--- src/rtl/coo_aggregation_engine.sv ---
// coo_aggregation_engine
//   Streams a COO edge list (dest, src) from an external combinational-read
//   memory, fetches the FM x WM product row of each edge's source node and
//   accumulates it into an internal per-node result row. The result is
//   ADJ x (FM x WM), produced in one pass at one edge per cycle. Unsorted edge
//   lists work because a new destination row is always read back from the
//   result memory before accumulation starts (read-modify-write).
//
//   Optional feature: define COO_AGG_SATURATE_EN to make every element add
//   saturate to the signed range of DOT_PROD_WIDTH. Otherwise adds wrap.
//
// Ports
//   clk               in   rising-edge clock
//   reset             in   asynchronous active-low reset
//   start             in   single-cycle run request (ignored while busy)
//   num_edges         in   edge count for this run, sampled with start
//   coo_address       out  COO memory read address (0 outside RUN)
//   coo_in            in   [COO_BW-1:0] destination row, [2*COO_BW-1:COO_BW] source column
//   read_fm_wm_row    out  product memory row address (0 outside RUN)
//   fm_wm_row_mem_out in   product row, element j at [j*DOT_PROD_WIDTH +: DOT_PROD_WIDTH]
//   read_row          in   result read address
//   result_row_out    out  result row at read_row, zeros when out of range
//   busy              out  high in RUN and FLUSH
//   agg_done          out  result valid (level) until the next accepted start
//   invalid_edge      out  sticky: an edge of this run was dropped
module coo_aggregation_engine #(
  parameter int NUM_OF_NODES   = 6,
  parameter int WEIGHT_COLS    = 3,
  parameter int DOT_PROD_WIDTH = 16,
  parameter int MAX_EDGES      = 64,
  parameter int COO_BW         = $clog2(NUM_OF_NODES),
  parameter int EDGE_BW        = $clog2(MAX_EDGES + 1)
) (
  input  logic                                  clk,
  input  logic                                  reset,
  input  logic                                  start,
  input  logic [EDGE_BW-1:0]                    num_edges,
  output logic [EDGE_BW-1:0]                    coo_address,
  input  logic [2*COO_BW-1:0]                   coo_in,
  output logic [COO_BW-1:0]                     read_fm_wm_row,
  input  logic [WEIGHT_COLS*DOT_PROD_WIDTH-1:0] fm_wm_row_mem_out,
  input  logic [COO_BW-1:0]                     read_row,
  output logic [WEIGHT_COLS*DOT_PROD_WIDTH-1:0] result_row_out,
  output logic                                  busy,
  output logic                                  agg_done,
  output logic                                  invalid_edge
);

  localparam int ROW_W = WEIGHT_COLS * DOT_PROD_WIDTH;
  localparam int W     = DOT_PROD_WIDTH;

  typedef enum logic [1:0] {
    S_IDLE,
    S_RUN,
    S_FLUSH,
    S_DONE
  } state_t;

  state_t             r_state;
  logic [EDGE_BW-1:0] r_edge_idx;
  logic [EDGE_BW-1:0] r_num_edges;
  logic [COO_BW-1:0]  r_cur_dest;
  logic               r_acc_valid;
  logic [ROW_W-1:0]   r_acc;
  logic               r_busy;
  logic               r_agg_done;
  logic               r_invalid;
  logic [ROW_W-1:0]   r_mem [NUM_OF_NODES];

  logic [COO_BW-1:0]  w_dest;
  logic [COO_BW-1:0]  w_src;
  logic               w_edge_ok;
  logic               w_last;
  logic [ROW_W-1:0]   w_dest_row;
  logic [EDGE_BW-1:0] w_num_clamped;

  function automatic logic [W-1:0] add_elem(input logic [W-1:0] a,
                                            input logic [W-1:0] b);
    logic [W:0] s;
    s = {a[W-1], a} + {b[W-1], b};
`ifdef COO_AGG_SATURATE_EN
    // Sign bits disagree after sign extension: the W-bit result overflowed.
    if (s[W] != s[W-1]) begin
      return s[W] ? {1'b1, {(W-1){1'b0}}} : {1'b0, {(W-1){1'b1}}};
    end
`endif
    return s[W-1:0];
  endfunction

  function automatic logic [ROW_W-1:0] add_row(input logic [ROW_W-1:0] a,
                                               input logic [ROW_W-1:0] b);
    logic [ROW_W-1:0] r;
    r = '0;
    for (int unsigned j = 0; j < WEIGHT_COLS; j++) begin
      r[j*W +: W] = add_elem(a[j*W +: W], b[j*W +: W]);
    end
    return r;
  endfunction

  always_comb begin
    w_dest    = coo_in[COO_BW-1:0];
    w_src     = coo_in[2*COO_BW-1:COO_BW];
    // Extra bit keeps the bound exact when NUM_OF_NODES is a power of two.
    w_edge_ok = ({1'b0, w_dest} < (COO_BW+1)'(NUM_OF_NODES)) &&
                ({1'b0, w_src}  < (COO_BW+1)'(NUM_OF_NODES));
    w_last    = (r_edge_idx == (r_num_edges - EDGE_BW'(1)));

    w_dest_row = '0;
    for (int unsigned i = 0; i < NUM_OF_NODES; i++) begin
      if (w_dest == COO_BW'(i)) w_dest_row = r_mem[i];
    end

    result_row_out = '0;
    for (int unsigned i = 0; i < NUM_OF_NODES; i++) begin
      if (read_row == COO_BW'(i)) result_row_out = r_mem[i];
    end

    w_num_clamped = (num_edges > EDGE_BW'(MAX_EDGES)) ? EDGE_BW'(MAX_EDGES) : num_edges;

    coo_address    = (r_state == S_RUN) ? r_edge_idx : '0;
    read_fm_wm_row = (r_state == S_RUN) ? w_src : '0;
  end

  assign busy         = r_busy;
  assign agg_done     = r_agg_done;
  assign invalid_edge = r_invalid;

  always_ff @(posedge clk or negedge reset) begin
    if (!reset) begin
      r_state     <= S_IDLE;
      r_edge_idx  <= '0;
      r_num_edges <= '0;
      r_cur_dest  <= '0;
      r_acc_valid <= 1'b0;
      r_acc       <= '0;
      r_busy      <= 1'b0;
      r_agg_done  <= 1'b0;
      r_invalid   <= 1'b0;
      for (int unsigned i = 0; i < NUM_OF_NODES; i++) r_mem[i] <= '0;
    end else begin
      case (r_state)
        S_IDLE, S_DONE: begin
          if (start) begin
            for (int unsigned i = 0; i < NUM_OF_NODES; i++) r_mem[i] <= '0;
            r_invalid   <= 1'b0;
            r_edge_idx  <= '0;
            r_acc_valid <= 1'b0;
            r_num_edges <= w_num_clamped;
            r_agg_done  <= 1'b0;
            r_busy      <= 1'b1;
            r_state     <= (w_num_clamped == '0) ? S_FLUSH : S_RUN;
          end
        end
        S_RUN: begin
          if (!w_edge_ok) begin
            r_invalid <= 1'b1;
          end else if (r_acc_valid && (w_dest == r_cur_dest)) begin
            r_acc <= add_row(r_acc, fm_wm_row_mem_out);
          end else begin
            // Retire the open row and open the new one from its stored value;
            // the two rows differ, so the write and the read never collide.
            if (r_acc_valid) begin
              for (int unsigned i = 0; i < NUM_OF_NODES; i++) begin
                if (r_cur_dest == COO_BW'(i)) r_mem[i] <= r_acc;
              end
            end
            r_acc       <= add_row(w_dest_row, fm_wm_row_mem_out);
            r_cur_dest  <= w_dest;
            r_acc_valid <= 1'b1;
          end
          r_edge_idx <= r_edge_idx + EDGE_BW'(1);
          if (w_last) r_state <= S_FLUSH;
        end
        S_FLUSH: begin
          if (r_acc_valid) begin
            for (int unsigned i = 0; i < NUM_OF_NODES; i++) begin
              if (r_cur_dest == COO_BW'(i)) r_mem[i] <= r_acc;
            end
          end
          r_acc_valid <= 1'b0;
          r_busy      <= 1'b0;
          r_agg_done  <= 1'b1;
          r_state     <= S_DONE;
        end
        default: r_state <= S_IDLE;
      endcase
    end
  end

endmodule

--- config.mk ---
export PLATFORM = sky130hd
export DESIGN_NAME = coo_aggregation_engine
export DESIGN_NICKNAME = d
export VERILOG_FILES = /design/src/rtl/coo_aggregation_engine.sv
export SDC_FILE = /design/constraint.sdc
export NUM_CORES = 1
export LEC_CHECK = 0
export BUFFER_PORTS_ARGS = -buffer_cell sky130_fd_sc_hd__buf_2
export CAP_MARGIN = 20
export CORE_UTILIZATION = 62
export DETAILED_ROUTE_END_ITERATION = 8
export PLACE_DENSITY = 0.81
export SYNTH_ARGS = -nofsm -noshare
export SYNTH_HDL_FRONTEND = slang
export SYNTH_SLANG_ARGS = --single-unit
--- constraint.sdc ---
create_clock -name clk -period 5.2 [get_ports clk]
set_input_delay 0.78 -clock clk [delete_from_list [all_inputs] [get_ports clk]]
set_output_delay 0.78 -clock clk [all_outputs]
set_load 0.03 [all_outputs]
==> out/qor.yml, run 1 <==
placed_design:
  place_congestion: 0.886
  place_hpwl_um: 37700
  io_buffers: 127
  dp.cells: 2702
  place_ws_ns: 0.406
worst_setup_path:
  required_ns: 5.62
  crit_end: "r_acc[31]"
  cp-startpoint: "coo_in[0]"
  reg2reg_from: "r_cur_dest[0]"
  endpoint_kind: "flip-flop"
  start_kind: "primary input"
  worst-endpoint-arrival_ns: 4.84
  rrSetupSlack_ns: 1.02
  reg2reg_depth: 17
  rr_endpoint: "r_acc[44]"
  crit_path_max_fanout: 36
  crit_type: "in2reg"
synth:
  syn_inst: 2249
  syn_area_mm2: 0.0202
  synthMuxAreaShare: 0.126
  postSynthNetCount: 2368
  synth_edf_count: 0
  async_flop_share: 1.00
  synth_cell_type_count: 55
  ys_seq_elements: 359
  synth_top_family_by_area: "compound AO/OA/AOI/OAI gates"
  yosysWarnings: 0
  synthFlopType: "dfrtp_1"
  synth_fa_ha_area_frac: 0.0333
  synth-simple-area-share: 0.152
  synth_xor_area_frac: 0.0243
  syn_area_per_cell_um2: 8.99
  synth-compound-area-share: 0.184
  yosysSeqAreaShare: 0.444
timing:
  fin_ws_ns: 0.785
  worst_pin_slew_ns: 1.13
  clock.fmax_mhz: 226
  rsz0062_at_grt: "false"
  relSlewSlack: 0.241
  hold_ws_ns: 0.220
  setup_viol_count_final: 0
  finalCritPeriodShare: 0.849
  hold_violations: 0
  tns_ns: 0
  slew_violations: 0
  period_needed_ns: 4.42
  final.setup_skew_ns: 0.0150
route:
  postRouteAntennaNets: 0
  post_drt_wl_per_cell_um: 21.2
  routed_wl_um: 58800
  dr.first_iter.drc_count: 1928
  dr.pass1.iters: 6
  via_count: 17700
  vias_per_cell: 6.38
  drc: 0
clocking:
  cts_sinks: 359
  cts_root_buffer: "clkbuf_16"
  post_cts_buffers: 0
  htreeDepth: 2
  cts_tree: "done"
  cts-buffers-inserted: 39
  max-clock-path-buffers: 3
  clk_pin_slew_ns: 0.06
  cts_resized: 0
  clk_latency_ns: 0.54
  cts_hold_buffers: 0
final_layout:
  area_delta_synth_final_pct: 12.9
  multi_input_area_mm2: 0.0106
  fill_cells: 2340
  final_common_cell: "nand2_1"
  layout.cells.non_filler: 2774
  layout.nets: 2427
  regArea_mm2: 0.00898
  drive_above_1_share: 0.139
  mostFrequentLayoutCells: "420 x nand2_1, 359 x dfrtp_1, 354 x o21ai_0"
die:
  start_util: 0.636
  rows: 65
  core_mm2: 0.0318
  die_area_mm2: 0.0333
  ios: 128
  die_h_um: 183
  die_w_um: 183
grt:
  overflow: 0
  grt_pass1_wl_um: 93600
  antenna_found_initial: 1
  grt_max_degree: 140
  grt_pass1_vias: 17500
  track_usage: 0.358
status:
  status: "completed"
power:
  p_per_area_mw_per_mm2: 588
  p_total_mw: 13.4
  p_leak_nw: 10.5
  ir_drop_uv: 387
hold_path:
  hp-class: "in2async"
run:
  maxCapViolations: 0
-- layout make-up --
type	instances	share of cell area
multi-input cells	1702	0.464
flip-flops and latches	359	0.394
clock buffers	53	0.0504
repair buffers	178	0.0489
well taps	435	0.0238
clock inverters	18	0.0143
inverters	28	0.00460
diodes	1	0.000110
-- cells in the mapped netlist, types with 8 or more instances --
master | count | area share
o22ai_1 | 14 | 0.0043
nand2b_1 | 58 | 0.018
a211oi_1 | 10 | 0.0037
a221oi_1 | 15 | 0.0065
inv_1 | 27 | 0.0050
nor3_1 | 23 | 0.0057
dfrtp_1 | 359 | 0.44
mux2_2 | 16 | 0.0089
nand2_1 | 421 | 0.078
buf_1 | 25 | 0.0046
mux2i_1 | 133 | 0.066
nor2_1 | 189 | 0.035
clkbuf_1 | 122 | 0.023
a21o_1 | 15 | 0.0056
xor2_1 | 32 | 0.014
nand3_1 | 13 | 0.0032
o21ai_1 | 8 | 0.0020
a21oi_1 | 157 | 0.039
buf_2 | 11 | 0.0027
o221ai_1 | 37 | 0.016
o21ai_0 | 354 | 0.088
and2_1 | 12 | 0.0037
xnor2_1 | 24 | 0.010
ha_1 | 49 | 0.030
mux4_2 | 46 | 0.051
-- kinds of logic after synthesis --
family | count (synthesis)
DFF | 359
buffers and inverters | 188
and+or+nand+nor | 741
muxes | 195
AOI/OAI and AO/OA | 658
xor gates and xnor gates | 56
adders and majority gates | 52
-- power by group --
part	internal, mW	switching, mW
registers	3.68	0.725
clock network	2.00	1.17
logic	1.84	4.00
total	7.52	5.90
-- worst max-delay path: stages --
cell       delay, ns
buf_6           0.39
nor2_1          0.32
a21oi_1         0.21
nor2_1          0.06
a221oi_1        0.33
a21oi_1         0.13
ha_1            0.39
a2111oi_2       0.34
o21ai_1         0.18
a2111oi_2       0.37
nor3_1          0.19
a211o_1         0.30
a21oi_2         0.14
xnor2_1         0.19
o21ai_0         0.14
a211oi_1        0.34
-- sequential cells by signal (all words and copies together), names as in the netlist --
register and flops:
r_acc_valid 1, r_cur_dest 3, invalid_edge 1, r_mem 288, busy 1, r_edge_idx 7
agg_done 1, r_num_edges 7, r_acc 48, r_state 2
-- per-layer routing --
layer / routed length [µm] / track usage / vias to the layer above
met2: 29000 / 0.602 / 897
li1: - / - / 7992
met5: 0 / 0 / -
met4: 2570 / 0.169 / 0
met1: 22600 / 0.457 / 8641
met3: 4620 / 0.0559 / 181
-- through the flow --
| step | util | instance area (µm²) |
|---|---|---|
| final | 0.718 | 22800 |
| after detailed placement | 0.671 | 21300 |
| after CTS | 0.718 | 22800 |
| after floorplan | - | 20200 |
| after global routing | 0.718 | 22800 |
| after global placement | 0.671 | 21300 |
-- how the worst min path moves through the flow --
stage                   start        endpoint  slack [ns]  cells after the start
6_report                reset       r_mem[57]        0.22                      1
5_1_grt                 reset       r_acc[14]        0.25                      1
3_5_place_dp       r_mem[151]      r_mem[151]        0.49                      2
3_3_place_gp        r_mem[60]       r_mem[60]        0.48                      2
2_1_floorplan  r_num_edges[5]  r_num_edges[5]        0.46                      2
4_1_cts                 reset        r_mem[9]        0.23                      1
Note: power is estimated with default switching activity, not from simulation.
==> run 2: changes to the inputs <==
--- a/config.mk
+++ b/config.mk
@@ -7,9 +7,9 @@
 export LEC_CHECK = 0
 export BUFFER_PORTS_ARGS = -buffer_cell sky130_fd_sc_hd__buf_2
 export CAP_MARGIN = 20
-export CORE_UTILIZATION = 62
+export CORE_UTILIZATION = 56
 export DETAILED_ROUTE_END_ITERATION = 8
-export PLACE_DENSITY = 0.81
+export PLACE_DENSITY = 0.77
 export SYNTH_ARGS = -nofsm -noshare
 export SYNTH_HDL_FRONTEND = slang
 export SYNTH_SLANG_ARGS = --single-unit
==> constraint.sdc (replaced) <==
create_clock -name clk -period 3.9 [get_ports clk]
set_input_delay 0.585 -clock clk [delete_from_list [all_inputs] [get_ports clk]]
set_output_delay 0.585 -clock clk [all_outputs]
set_load 0.03 [all_outputs]
==> run 2 against run 1 <==
  * Final cell count up 4.1%
  * Register-to-register slack worse by 0.84 ns
  * Cell area up 3.2%
  * Worst setup slack worse by 0.62 ns
  * Sequential share of layout area down 1.2 points
  * Sequential power up 33%
  * Global-route usage down 2.6 points
  * Highest routed layer unchanged
==> out/qor.yml, run 2 (synthesis gave the netlist of run 1 again) <==
final_layout:
  layout.nets: 2515  # +3.6%
  fin_util: 0.662  # -0.0555
  area_delta_synth_final_pct: 16.5
  top_register: "r_mem"
  final_common_cell: "nand2_1"
  mostFrequentLayoutCells: "420 x nand2_1, 358 x dfrtp_1, 353 x o21ai_0"
  multi_input_area_mm2: 0.0107  # +1.2%
  drive_above_1_share: 0.176  # +0.0363
  largest_register_ffs: 288  # unchanged
  top_regs: "r_mem x288, r_acc x48"
  regArea_mm2: 0.00898  # about the same
  fill_cells: 2783  # +19%
hold_path:
  hp-class: "in2async"
placed_design:
  place_hpwl_um: 39300  # +4.3%
  place_congestion: 0.893  # +0.85%
  io_buffers: 127  # unchanged
timing:
  relSlewSlack: 0.274  # +0.0334
  period_needed_ns: 3.74
  hold_violations: 0  # unchanged
  slew_violations: 0  # unchanged
  final.setup_skew_ns: 0.0276  # +0.0126 ns
  hold_ws_ns: 0.0700  # -0.150 ns
  setup_viol_count_final: 0  # unchanged
  worst_pin_slew_ns: 1.08  # -0.0500 ns
  clock.fmax_mhz: 268
  finalCritPeriodShare: 0.958
  rsz0062_at_grt: "true"
power:
  power_frac_seq: 0.328  # about the same
  p_comb_frac: 0.467  # +0.031
  ir_drop_uv: 642  # +66%
  p_leak_nw: 10.9  # +4.1%
  p_int_mw: 9.91  # +32%
  p_per_area_mw_per_mm2: 759  # +29%
  switching_power_mw: 7.96  # +35%
  p_total_mw: 17.9  # +33%
  clock_power_share: 0.205  # -0.031
  swShare: 0.445  # +0.00580
die:
  start_util: 0.569  # -0.0674
  die_w_um: 192  # +5.2%
  ios: 128  # unchanged
  core_mm2: 0.0356  # +12%
  die_area_mm2: 0.0369  # +11%
  rows: 69  # +6.2%
  die_h_um: 192  # +5.2%
worst_setup_path:
  endpoint_kind: "flip-flop"
  required_ns: 4.30  # -1.32 ns
  reg2reg_depth: 15  # -2
  path_buf_inv: 2  # +1
  start_kind: "primary input"
  cp_cell_sequence: "buf_6, buf_4, mux2i_1, nor2_1, a21oi_1, nor2_1, a221oi_1, a21oi_1, ha_1, o21a_1, a2111oi_2, o21ba_2, o31ai_1, a211oi_1, nor3_1, xnor2_1, a2111oi_1, a221oi_1"
  critPathTopFamily: "compound AO/OA/AOI/OAI gates"
  crit_type: "in2reg"
  crit_path_max_fanout: 10  # -72%
  worst-endpoint-arrival_ns: 4.14  # -0.70 ns
  crit_cells: 18  # +2
  critPathSlowestCell: "a2111oi_2"
  cpPeakStageDelay_ns: 0.41  # +0.02 ns
clocking:
  cts_sinks: 359  # unchanged
  clk_pin_slew_ns: 0.06  # about the same
  max-clock-path-buffers: 3  # unchanged
  htreeDepth: 2  # unchanged
  cts_tree: "done"
  cts_hold_buffers: 0  # unchanged
  cts-buffers-inserted: 40  # +2.6%
  cts_root_buffer: "clkbuf_16"
  clk_latency_ns: 0.55  # about the same
grt:
  antenna_found_initial: 2  # +1
  grt_pass1_vias: 17600  # +0.71%
  overflow: 0  # unchanged
  grt_pass1_wl_um: 95200  # +1.7%
  grt_max_degree: 105  # -25%
  track_usage: 0.332  # -0.0259
route:
  dr.first_iter.drc_count: 1654  # -14%
  post_drt_wl_per_cell_um: 20.8  # -1.8%
  dr.pass1.iters: 6  # unchanged
  vias_per_cell: 6.19  # -3.1%
  drc: 0  # unchanged
  via_count: 17900  # +0.84%
  routed_wl_um: 60100  # +2.2%
  postRouteAntennaNets: 0  # unchanged
run:
  maxCapViolations: 0  # unchanged
status:
  status: "completed"
## run 2: changes by cell type in the layout (fill, tap and decap cells not counted), sizes merged
cell,delta
buf,+87
bufinv,-8
clkbuf,+6
clkinvlp,-4
clkinv,+3
inv,+2
diode,+1
## run 2: stage by stage
stage,cells,TNS [ns],worst slack (ns),cell area [µm²]
6_report,2887,0,0.163,23600
5_1_grt,2886,-0.0724,-0.0517,23600
4_1_cts,2884,0,0.0386,23500
3_5_place_dp,2814,-3.48,-0.445,22200
3_3_place_gp,2813,-2.10,-0.340,22200
2_1_floorplan,2249,-0.000798,-0.000798,20400
## run 2: cell type report
class	instances	share of cell area
clock inverters	11	0.00372
diodes	2	0.000212
clock buffers	59	0.0494
flip-flops and latches	359	0.381
multi-input cells	1702	0.455
well taps	461	0.0245
inverters	28	0.00451
repair buffers	265	0.0809
## run 2: final timing paths
kind                             endpoint  slack (ns)           from
setup / recovery                r_acc[47]        0.16      coo_in[0]
hold / removal                   r_mem[5]        0.07          reset
setup reg to reg                r_acc[47]        0.18  r_cur_dest[0]
hold reg to reg                r_mem[172]        0.50     r_mem[172]
max in group asynchronous      r_mem[115]        2.73          reset
min in group clk           r_num_edges[3]        0.31   num_edges[3]
## run 2: per-layer routing
metal | vias to the layer above | GRT usage | wire length (µm)
met5 | - | 0 | 0
li1 | 8189 | - | -
met1 | 8736 | 0.440 | 24200
met4 | 0 | 0.135 | 2150
met2 | 792 | 0.540 | 28700
met3 | 143 | 0.0605 | 4990
## run 2: timing repair
action / 4_1_cts / 5_1_grt
resized for setup: 0 / 18
buffers inserted: 0 / 1
setup endpoints to repair: 0 / 6
## run 2: power by group through the flow
stage                     Clock (mW)  Combinational, mW  Sequential, mW
after CTS                       3.69               8.22            5.81
final                           3.66               8.35            5.86
after global placement             0               7.83            5.79
after global routing            3.87               9.16            5.96
after detailed placement           0               8.17            5.85
after floorplan                    0               5.50            5.56
